### src/rtl/mem_arbiter.sv
// mem_arbiter: arbitrates icache and dcache requests onto a single RAM port,
// alternating on ties, with a granted-cycle watchdog and a sticky error flag.
module mem_arbiter #(
    parameter int WDOG = 255
) (
    input  logic        CLK,
    input  logic        nRST,
    input  logic        iREN,
    input  logic [31:0] iaddr,
    output logic        iwait,
    output logic [31:0] iload,
    input  logic        dREN,
    input  logic        dWEN,
    input  logic [31:0] daddr,
    input  logic [31:0] dstore,
    output logic        dwait,
    output logic [31:0] dload,
    output logic        ramREN,
    output logic        ramWEN,
    output logic [31:0] ramaddr,
    output logic [31:0] ramstore,
    input  logic [31:0] ramload,
    input  logic [1:0]  ramstate,
    output logic        memerr
);
    typedef enum logic [1:0] {IDLE, IGNT, DGNT} state_t;

    localparam logic [1:0] ACCESS = 2'd2;
    localparam logic [1:0] ERROR  = 2'd3;
    localparam logic [7:0] WLIM   = 8'(WDOG - 1);

    state_t      state, next_state;
    logic        last_d, next_last_d;
    logic [7:0]  wcnt, next_wcnt;
    logic        next_err;
    logic        i_pend, d_pend, cur_pend, pick_d, done, err;

    assign i_pend   = iREN;
    assign d_pend   = dREN | dWEN;
    assign cur_pend = (state == IGNT) ? i_pend : d_pend;
    assign done     = (state != IDLE) && (ramstate == ACCESS);
    assign err      = (state != IDLE) && (ramstate == ERROR);
    // On a tie, the requester that was not granted last time wins
    assign pick_d   = d_pend && (!i_pend || !last_d);

    always_ff @(posedge CLK or negedge nRST) begin
        if (!nRST) begin
            state  <= IDLE;
            last_d <= 1'b0;
            wcnt   <= 8'd0;
            memerr <= 1'b0;
        end else begin
            state  <= next_state;
            last_d <= next_last_d;
            wcnt   <= next_wcnt;
            memerr <= next_err;
        end
    end

    always_comb begin
        next_state  = state;
        next_last_d = last_d;
        next_wcnt   = wcnt;
        next_err    = memerr;
        if (state == IDLE || done) begin
            if (i_pend || d_pend) begin
                next_state  = pick_d ? DGNT : IGNT;
                next_last_d = pick_d;
                next_wcnt   = 8'd0;
            end else begin
                next_state = IDLE;
            end
        end else if (err) begin
            next_state = IDLE;
            next_err   = 1'b1;
        end else if (!cur_pend) begin
            next_state = IDLE;
        end else if (wcnt >= WLIM) begin
            next_state = IDLE;
            next_err   = 1'b1;
        end else begin
            next_wcnt = (wcnt == 8'hFF) ? wcnt : wcnt + 8'd1;
        end
    end

    assign ramREN   = (state == IGNT) ? iREN : (state == DGNT) ? (dREN & ~dWEN) : 1'b0;
    assign ramWEN   = (state == DGNT) & dWEN;
    assign ramaddr  = (state == IGNT) ? iaddr : (state == DGNT) ? daddr : 32'd0;
    assign ramstore = (state == DGNT) ? dstore : 32'd0;
    assign iwait    = !((state == IGNT) && done);
    assign dwait    = !((state == DGNT) && done);
    assign iload    = ramload;
    assign dload    = ramload;
endmodule

### config.mk
export PLATFORM = sky130hd
export DESIGN_NAME = mem_arbiter
export DESIGN_NICKNAME = d
export VERILOG_FILES = /design/src/rtl/mem_arbiter.sv
export SDC_FILE = /design/constraint.sdc
export NUM_CORES = 1
export LEC_CHECK = 0
export BUFFER_PORTS_ARGS = -buffer_cell sky130_fd_sc_hd__buf_4
export CAP_MARGIN = 20
export CORE_AREA = 2 2 104 106
export CTS_CLUSTER_SIZE = 10
export DETAILED_ROUTE_END_ITERATION = 6
export DIE_AREA = 0 0 106 108
export HOLD_SLACK_MARGIN = 0.03
export SYNTH_ARGS = -nofsm -noshare
export SYNTH_HDL_FRONTEND = slang
export SYNTH_SLANG_ARGS = --single-unit
export TNS_END_PERCENT = 1
### constraint.sdc
create_clock -name CLK -period 2.05 [get_ports CLK]
set_clock_uncertainty 0.1 [all_clocks]
set_input_delay 0.205 -clock CLK [delete_from_list [all_inputs] [get_ports CLK]]
set_output_delay 0.205 -clock CLK [all_outputs]
set_load 0.03 [all_outputs]
==> results of run 1 <==
cells in the final DEF (no fill, tap or decap), types with 3 or more instances in the layout:
cell type / netlist / layout
a31oi_1: 3 / 3
nand3_1: 3 / 3
dfrtp_1: 12 / 12
a22o_1: 32 / 32
nand2_1: 7 / 7
nor2_1: 7 / 7
and2_1: 33 / 33
nor4_1: 5 / 5
o21ai_1: 3 / 3
inv_1: 4 / 4
and3_1: 3 / 3
buf_4: 64 / 174
clkbuf_8: 0 / 4
worst paths after layout:
| check | from | endpoint | slack, ns | depth (start not counted) |
|---|---|---|---|---|
| max reg2reg | wcnt[1] | wcnt[2] | 0.25 | 5 |
| min | ramstate[1] | memerr | 0.19 | 3 |
| max in group asynchronous | nRST | state[1] | 1.44 | 2 |
| max | state[1] | ramstore[18] | 0.11 | 4 |
| min reg2reg | memerr | memerr | 0.39 | 1 |
| min in group asynchronous | nRST | wcnt[0] | 0.24 | 2 |
layer usage:
metal / wire (um) / GRT usage [%] / up-vias
met2: 3620 / 18.5 / 147
met1: 3040 / 14.9 / 927
met5: 0 / 0 / -
li1: - / - / 940
met4: 169 / 4.79 / 0
met3: 827 / 4.52 / 17
where the power goes:
part           switching [mW]  leakage (nW)  total, mW  internal (mW)
clock network          0.0974        0.0288      0.268          0.170
registers              0.0720         0.156      0.356          0.284
logic                    1.81          1.26       3.01           1.20
critical path, cell delays in order (launching register included):
cell	delay [ns]
dfrtp_1	0.49
nor2b_4	0.21
buf_6	0.26
and2_1	0.23
buf_4	0.18
metrics by stage:
stage	setup slack (ns)	instances	utilization [%]	total power, mW
2_1_floorplan	0.382	223	-	2.43
3_3_place_gp	0.336	459	26.8	3.32
3_5_place_dp	0.308	459	26.8	3.33
4_1_cts	0.0375	464	27.4	3.62
5_1_grt	0.0145	464	27.6	3.83
6_report	0.109	464	27.6	3.63
area by class of cell:
cell class / count / area [um2] / area share [%]
repair buffers: 177 / 1340 / 47.5
multi-input cells: 131 / 940 / 33.3
flip-flops and latches: 12 / 300 / 10.7
well taps: 136 / 170 / 6.04
clock buffers: 4 / 55.1 / 1.95
inverters: 4 / 15.0 / 0.533
kinds of logic after synthesis:
logic type	synth area share [%]
buffers and inverters	30.8
flip-flops	17.0
adder cells (fa/ha/maj)	1.41
AND/OR/NAND/NOR	23.6
AO/OA/AOI/OAI	27.3
repair_timing:
action                     4_1_cts  5_1_grt
setup endpoints to repair        0       38
gates resized for setup          0        3
hold endpoints to repair        12        0
hold buffers                     1        0
registers in the layout (all words and copies together) (netlist names):
signal / flops
memerr: 1
last_d: 1
state: 2
wcnt: 8
==> flow_summary.yaml, run 1 <==
status:
  status: "completed"
layout:
  n_fill_cell: 1093
  drive_gt1_share_pct: 57.9
  fin_area_um2: 2820
  nets: 466
  antenna_cells: 0
  syn_to_final_growth_pct: 59.3
setup_path:
  endpoint_kind: "output port"
  start_kind: "flop"
  crit_fanout: 44
  crit_type: "reg2out"
  arrival_ns: 1.64
  critPathRequiredTime_ns: 1.75
clock_network:
  h-tree-depth: 1
  clock_latency_ns: 0.25
  tritoncts: "yes"
  cts_buffers: 3
  cts_buffer_depth: 2
  post_cts_buffers: 0
  clock_sinks: 12
  cts_root_buffer: "clkbuf_8"
  clk_pin_slew_ns: 0.05
sta:
  maxSlewViolCount: 0
  max-slew-margin-rel_pct: 67.2
  fin_setup_tns_ns: 0
  layout_min_cycle_time_ns: 1.94
  hold_viol: 0
  worstMarginPinSlew_ns: 0.488
  hold_ws_ns: 0.186
  finalSetupViolations: 0
  grt_setup_unrepaired: "no"
  final.period_utilization_pct: 94.7
  fmax_ghz: 0.515
logic_synthesis:
  synth_top_area_share_pct: 27.2
  synth_most_common_cell: "buf_4"
  yosys-top-cells-area: "buf_4, dfrtp_1, a22o_1, and2_1, nor4_1"
  synthCells: 223
  synth.top_cells.by_count: "buf_4, and2_1, a22o_1"
  synth_top_area_cell: "buf_4"
  yosys_warnings: 0
  syn-num-nets: 360
  netlist_area_um2: 1770
  ys_dominant_reg_cell: "dfrtp_1"
  synth_area_per_cell_um2: 7.93
  async_flop_share_pct: 100
  yosysUniqueCellTypes: 43
  synth_seq_cells: 12
  synth_edf_count: 0
  yosysSeqAreaShare_pct: 17.0
floorplanning:
  num_rows: 37
  core-area_um2: 10200
  io_pins: 268
  fp.dieW_um: 106
  dieArea_um2: 11400
  die_h_um: 108
  initial_core_util_pct: 17.3
detailed_routing:
  firstDrtPassIters: 4
  drt-vias-per-instance: 4.38
  route.detailed.wl_per_inst_um: 16.5
  drt_iter0_drc: 138
  dr_total_vias: 2031
  postRouteAntennaNets: 0
  routed_wl_um: 7660
  drc_errors: 0
power_and_ir_drop:
  p_leak_nw: 1.44
  peakVddDrop_mv: 0.426
  powerDensity_nw_per_um2: 1290
global_route:
  grt_pass1_vias: 1896
  grt_max_degree: 45
  grt_remaining_overflow: 0
  grt_antenna_before_repair: 0
  grt_pass1_wl_um: 10600
  track_usage_pct: 11.9
placed_design:
  numPortBuffers: 171
  hpwl_um: 6320
  place.gp.congestion: 0.877
  place_area_um2: 2740
job:
  cap_violations: 0
min_path:
  hold_path.class: "in2reg"
(Power assumes the default switching activity.)
==> inputs of run 2 (changes only) <==
Settings changed: ABC_AREA from default to 1, CORE_AREA 2 2 104 106 to 2 2 103 105, DIE_AREA 0 0 106 108 to 0 0 105 107.
==> run 2 against run 1 <==
Compared with the run above: combinational power rose by 5%; maximum frequency rose by 3.8%; final cell count rose by 15%; critical endpoint is now ramstore[21]; non-clock buffer count fell by 3.
==> flow_summary.yaml, run 2 <==
status:
  status: "completed"
global_route:
  track_usage_pct: 13.8
  grt_max_degree: 35
  grt_pass1_wl_um: 12200
  use_met3_pct: 3.34
  grt_pass1_vias: 2120
  grt_antenna_before_repair: 0
  met2_usage_pct: 23.9
  gr-max-usage-layer: "met2"
  grt_remaining_overflow: 0
  met1_usage_pct: 17.4
floorplanning:
  dieArea_um2: 11200
  num_rows: 37
  fp.dieW_um: 105
  initial_core_util_pct: 18.8
  io_pins: 268
  core-area_um2: 10100
  die_h_um: 107
sta:
  layout_min_cycle_time_ns: 1.87
  worstMarginPinSlew_ns: 0.352
  fin_setup_tns_ns: 0
  grt_setup_unrepaired: "no"
  maxSlewViolCount: 0
  final.period_utilization_pct: 91.2
  max-slew-margin-rel_pct: 76.5
  finalSetupViolations: 0
  fmax_ghz: 0.535
  hold_viol: 0
logic_synthesis:
  yosysSeqAreaShare_pct: 15.8
  synth.top_cells.by_count: "buf_4, nor2_1, nand2_1"
  synth_most_common_cell: "buf_4"
  synthCells: 293
  yosys-top-cells-area: "buf_4, dfrtp_1, a22o_1, nor2_1, nand2_1"
  yosysUniqueCellTypes: 27
  synth_edf_count: 0
  syn-num-nets: 430
  ys_dominant_reg_cell: "dfrtp_1"
  synth_area_per_cell_um2: 6.49
  netlist_area_um2: 1900
  synth_seq_cells: 12
  async_flop_share_pct: 100
  yosys_warnings: 0
  synth_top_area_cell: "buf_4"
  synth_top_area_share_pct: 25.3
layout:
  antenna_cells: 0
  largest_reg_flops: 8
  largest-register: "wcnt"
  largestRegisters: "wcnt (8), state (2)"
  mostFrequentLayoutCell: "buf_4"
  postLayoutCoreUtil_pct: 28.8
  layout_common_cells: "buf_4, nor2_1, nand2_1, inv_1, a22o_1"
  drive_gt1_share_pct: 48.9
  nets: 535
  syn_to_final_growth_pct: 52.8
  n_fill_cell: 1121
  fin_area_um2: 2900
detailed_routing:
  firstDrtPassIters: 4
  drt-vias-per-instance: 4.12
  dr_total_vias: 2195
  routed_wl_um: 8350
  drt_iter0_drc: 101
  drc_errors: 0
  postRouteAntennaNets: 0
  route.detailed.wl_per_inst_um: 15.7
power_and_ir_drop:
  p_leak_nw: 1.67
  peakVddDrop_mv: 0.520
  powerDensity_nw_per_um2: 1300
setup_path:
  endpoint_kind: "output port"
  r2r_end: "wcnt[7]"
  arrival_ns: 1.57
  crit_family: "buffers and inverters"
  r2r_cells: 9
  cpMaxStageDelayCell: "dfrtp_1"
  crit_type: "reg2out"
  critPathRequiredTime_ns: 1.75
  crit_fanout: 34
  cp_cell_sequence: "inv_2 -> nand2_2 -> buf_4 -> nor2_1 -> buf_4"
  path_buf_inv: 3
  path_common_cell: "buf_4"
  reg2reg_slack_ns: 0.48
  rr_startpoint: "wcnt[1]"
  critPathMaxStageDelay_ns: 0.40
  cp-startpoint: "state[0]"
  start_kind: "flop"
placed_design:
  place_area_um2: 2840
  numPortBuffers: 171
  place.gp.congestion: 0.834
  hpwl_um: 6940
clock_network:
  post_cts_buffers: 0
  cts_buffer_depth: 2
  h-tree-depth: 1
  clock_latency_ns: 0.25
  clock_sinks: 12
  tritoncts: "yes"
  cts_buffers: 3
  cts_root_buffer: "clkbuf_8"
  clk_pin_slew_ns: 0.05
min_path:
  min-delay-start: "iREN"
  hold_path_end: "last_d"
  hold_depth: 4
  hold_path.class: "in2reg"
job:
  cap_violations: 0
[run 2: changes by cell type in the layout (fill, tap and decap cells not counted), moves of 5 or more]
cell     previous run  this run
and2_1             33         0
nor2_1              7        46
nand2_2             1         6
nor4_1              5         0
nand2_1             7        45
inv_1               4        41
nand3_1             3        15
[run 2: worst max-delay path by stage]
| stage | end | slack, ns | cells after the start |
|---|---|---|---|
| 6_report | ramstore[21] | 0.18 | 5 |
| 5_1_grt | ramaddr[3] | 0.07 | 6 |
| 4_1_cts | ramaddr[7] | 0.08 | 5 |
| 3_5_place_dp | ramaddr[7] | 0.36 | 5 |
| 3_3_place_gp | ramaddr[14] | 0.38 | 5 |
| 2_1_floorplan | ramREN | 0.42 | 3 |
[run 2: layout make-up]
class	instances	area (um2)	area share (%)
multi-input combinational	162	898	30.9
clock buffer	4	55.1	1.90
inverter	45	171	5.90
sequential	12	300	10.3
timing repair buffer	174	1310	45.1
tap	136	170	5.86
[run 2: where the power goes]
| part | total [mW] | switching (mW) | internal, mW | leakage [nW] |
|---|---|---|---|---|
| combinational | 3.17 | 2.04 | 1.13 | 1.49 |
| clock | 0.265 | 0.0948 | 0.170 | 0.0288 |
| sequential | 0.338 | 0.0467 | 0.291 | 0.156 |
| total | 3.77 | 2.18 | 1.59 | 1.67 |
[run 2: timing repair]
item / CTS / global route
hold buffers: 1 / 0
setup endpoints to repair: 0 / 4
hold endpoints to repair: 12 / 0
resized for setup: 0 / 2
[run 2: cells by family after synthesis]
kind of cell | Yosys count | synth area share, %
buffers and inverters | 119 | 36.9
AND/OR/NAND/NOR | 118 | 27.0
AO/OA/AOI/OAI | 41 | 18.5
flip-flops | 12 | 15.8
adder cells (fa/ha/maj) | 2 | 1.32
XOR/XNOR | 1 | 0.461
[run 2: through the flow]
step | total power, mW | setup WS, ns | cells | hold slack, ns
2_1_floorplan | 2.59 | 0.425 | 293 | -0.191
3_3_place_gp | 3.49 | 0.382 | 528 | -0.0427
3_5_place_dp | 3.51 | 0.358 | 528 | -0.0419
4_1_cts | 3.80 | 0.0831 | 533 | 0.195
5_1_grt | 3.98 | 0.0702 | 533 | 0.223
6_report | 3.77 | 0.180 | 533 | 0.198
[run 2: worst register-to-register path: cells and delay by family (launching register included)]
| kind | cells | cell delay [ns] |
|---|---|---|
| and+or+nand+nor | 8 | 0.70 |
| DFF | 1 | 0.43 |
| adders and majority gates | 1 | 0.23 |
[run 2: metal layers]
layer	vias up	routed length, um
met5	-	0
met1	970	3440
met2	145	4160
met3	9	683
li1	1071	-
met4	0	69
==> inputs of run 3 (changes only) <==
Settings changed: PLACE_DENSITY from default to 0.62.
==> run 3 against run 2 <==
Compared with the run above: non-clock buffer count up 2; highest routed layer unchanged; flip-flop and latch count stayed put; core utilization grew 0.11 points; worst hold slack better by 0.0054 ns; sequential share of layout area about the same; setup slack improved by 0.025 ns.
==> flow_summary.yaml, run 3 (same netlist as run 2, synthesis figures left out) <==
placed_design:
  place.gp.congestion: 0.979
  dp.cells: 530
  place_area_um2: 2860
  numPortBuffers: 171
  dp_worst_setup_slack_ns: 0.469
  hpwl_um: 7160
sta:
  worst_slack_ns: 0.205
  hold_viol: 0
  fin_setup_tns_ns: 0
  max-slew-margin-rel_pct: 78.4
  hold_ws_ns: 0.203
  worstMarginPinSlew_ns: 0.324
  finalSetupViolations: 0
  grt_setup_unrepaired: "no"
  maxSlewViolCount: 0
  layout_min_cycle_time_ns: 1.85
  final.period_utilization_pct: 90.0
  fmax_ghz: 0.542
power_and_ir_drop:
  p_int_mw: 1.60
  p_comb_share_pct: 85.3
  power.share.clock_pct: 5.7
  power_mw: 3.81
  peakVddDrop_mv: 0.396
  p_leak_nw: 1.68
  powerDensity_nw_per_um2: 1310
  p_sw_share_pct: 58.0
  p_sw_mw: 2.21
  seqPwrFrac_pct: 8.9
floorplanning:
  fp.dieW_um: 105
  io_pins: 268
  die_h_um: 107
  num_rows: 37
  dieArea_um2: 11200
  core-area_um2: 10100
  initial_core_util_pct: 18.8
setup_path:
  crit_type: "reg2out"
  path_common_cell: "buf_4"
  start_kind: "flop"
  critPathMaxStageDelay_ns: 0.40
  cp_cell_sequence: "inv_2 -> nand2_2 -> buf_4 -> nor2_1 -> buf_4"
  cpMaxStageDelayCell: "dfrtp_1"
  critPathRequiredTime_ns: 1.75
  crit_family: "buffers and inverters"
  path_buf_inv: 3
  endpoint_kind: "output port"
  arrival_ns: 1.54
  crit_fanout: 34
layout:
  nets: 537
  largestRegisters: "wcnt (8), state (2)"
  fin_area_um2: 2920
  n_fill_cell: 1131
  mostFrequentLayoutCell: "buf_4"
  largest-register: "wcnt"
  syn_to_final_growth_pct: 53.4
  drive_gt1_share_pct: 49.0
  postLayoutCoreUtil_pct: 28.9
  finalNonFillerCells: 534
  largest_reg_flops: 8
  layout_common_cells: "buf_4, nor2_1, nand2_1, inv_1, a22o_1"
  antenna_cells: 0
detailed_routing:
  routed_wl_um: 8340
  dr_total_vias: 2177
  drc_errors: 0
  drt-vias-per-instance: 4.08
  firstDrtPassIters: 4
  drt_iter0_drc: 149
  route.detailed.wl_per_inst_um: 15.6
  postRouteAntennaNets: 0
global_route:
  track_usage_pct: 13.8
  grt_pass1_vias: 2220
  grt_max_degree: 35
  grt_antenna_before_repair: 0
  grt_remaining_overflow: 0
  grt_pass1_wl_um: 12300
clock_network:
  cts_buffer_depth: 2
  clock_sinks: 12
  cts.repair.resized: 0
  cts_buffers: 3
  tritoncts: "yes"
  post_cts_buffers: 0
  clk_pin_slew_ns: 0.05
  clock_latency_ns: 0.24
  h-tree-depth: 1
  postCtsHoldBufs: 1
  cts_root_buffer: "clkbuf_8"
job:
  cap_violations: 0
min_path:
  hold_path.class: "in2reg"
status:
  status: "completed"
-- run 3: cell types whose count changed in the layout (fill, tap and decap cells not counted), sizes merged --
| cell | previous run | this run |
|---|---|---|
| clkbuf | 4 | 3 |
| buf | 173 | 175 |
-- run 3: power by group through the flow --
stage / clock network [mW] / logic, mW / registers (mW)
floorplan: 0 / 2.24 / 0.351
finish: 0.219 / 3.25 / 0.341
CTS: 0.225 / 3.26 / 0.341
global route: 0.237 / 3.43 / 0.352
global placement: 0 / 3.23 / 0.343
detailed placement: 0 / 3.24 / 0.345
-- run 3: cell type report --
type / instances / area [um2] / area share, %
tap: 136 / 170 / 5.84
clock buffer: 3 / 41.3 / 1.42
inverter: 45 / 169 / 5.79
timing repair buffer: 176 / 1340 / 45.8
sequential: 12 / 300 / 10.3
multi-input combinational: 162 / 898 / 30.8
-- run 3: worst min-delay path, delay by kind of cell --
family	cells	cell delay, ns
and+or+nand+nor	2	0.11
AOI/OAI and AO/OA	1	0.08
buffers and inverters	1	0.11
-- run 3: worst paths after layout --
check,startpoint,to,slack (ns),cells past startpoint
min,iREN,last_d,0.20,4
max in group asynchronous,nRST,state[0],1.45,2
max,state[0],ramstore[30],0.20,5
min in group asynchronous,nRST,wcnt[5],0.24,2
max reg2reg,wcnt[0],wcnt[6],0.47,10
min reg2reg,memerr,memerr,0.38,1
-- run 3: metal layers --
layer	part of all wire, %	wire length [um]	global-route usage, %	vias to the layer above
met1	40	3310	17.0	952
met4	0.56	47	1.43	0
met5	0	0	0	-
li1	-	-	-	1071
met3	11	893	4.38	7
met2	49	4090	24.2	147
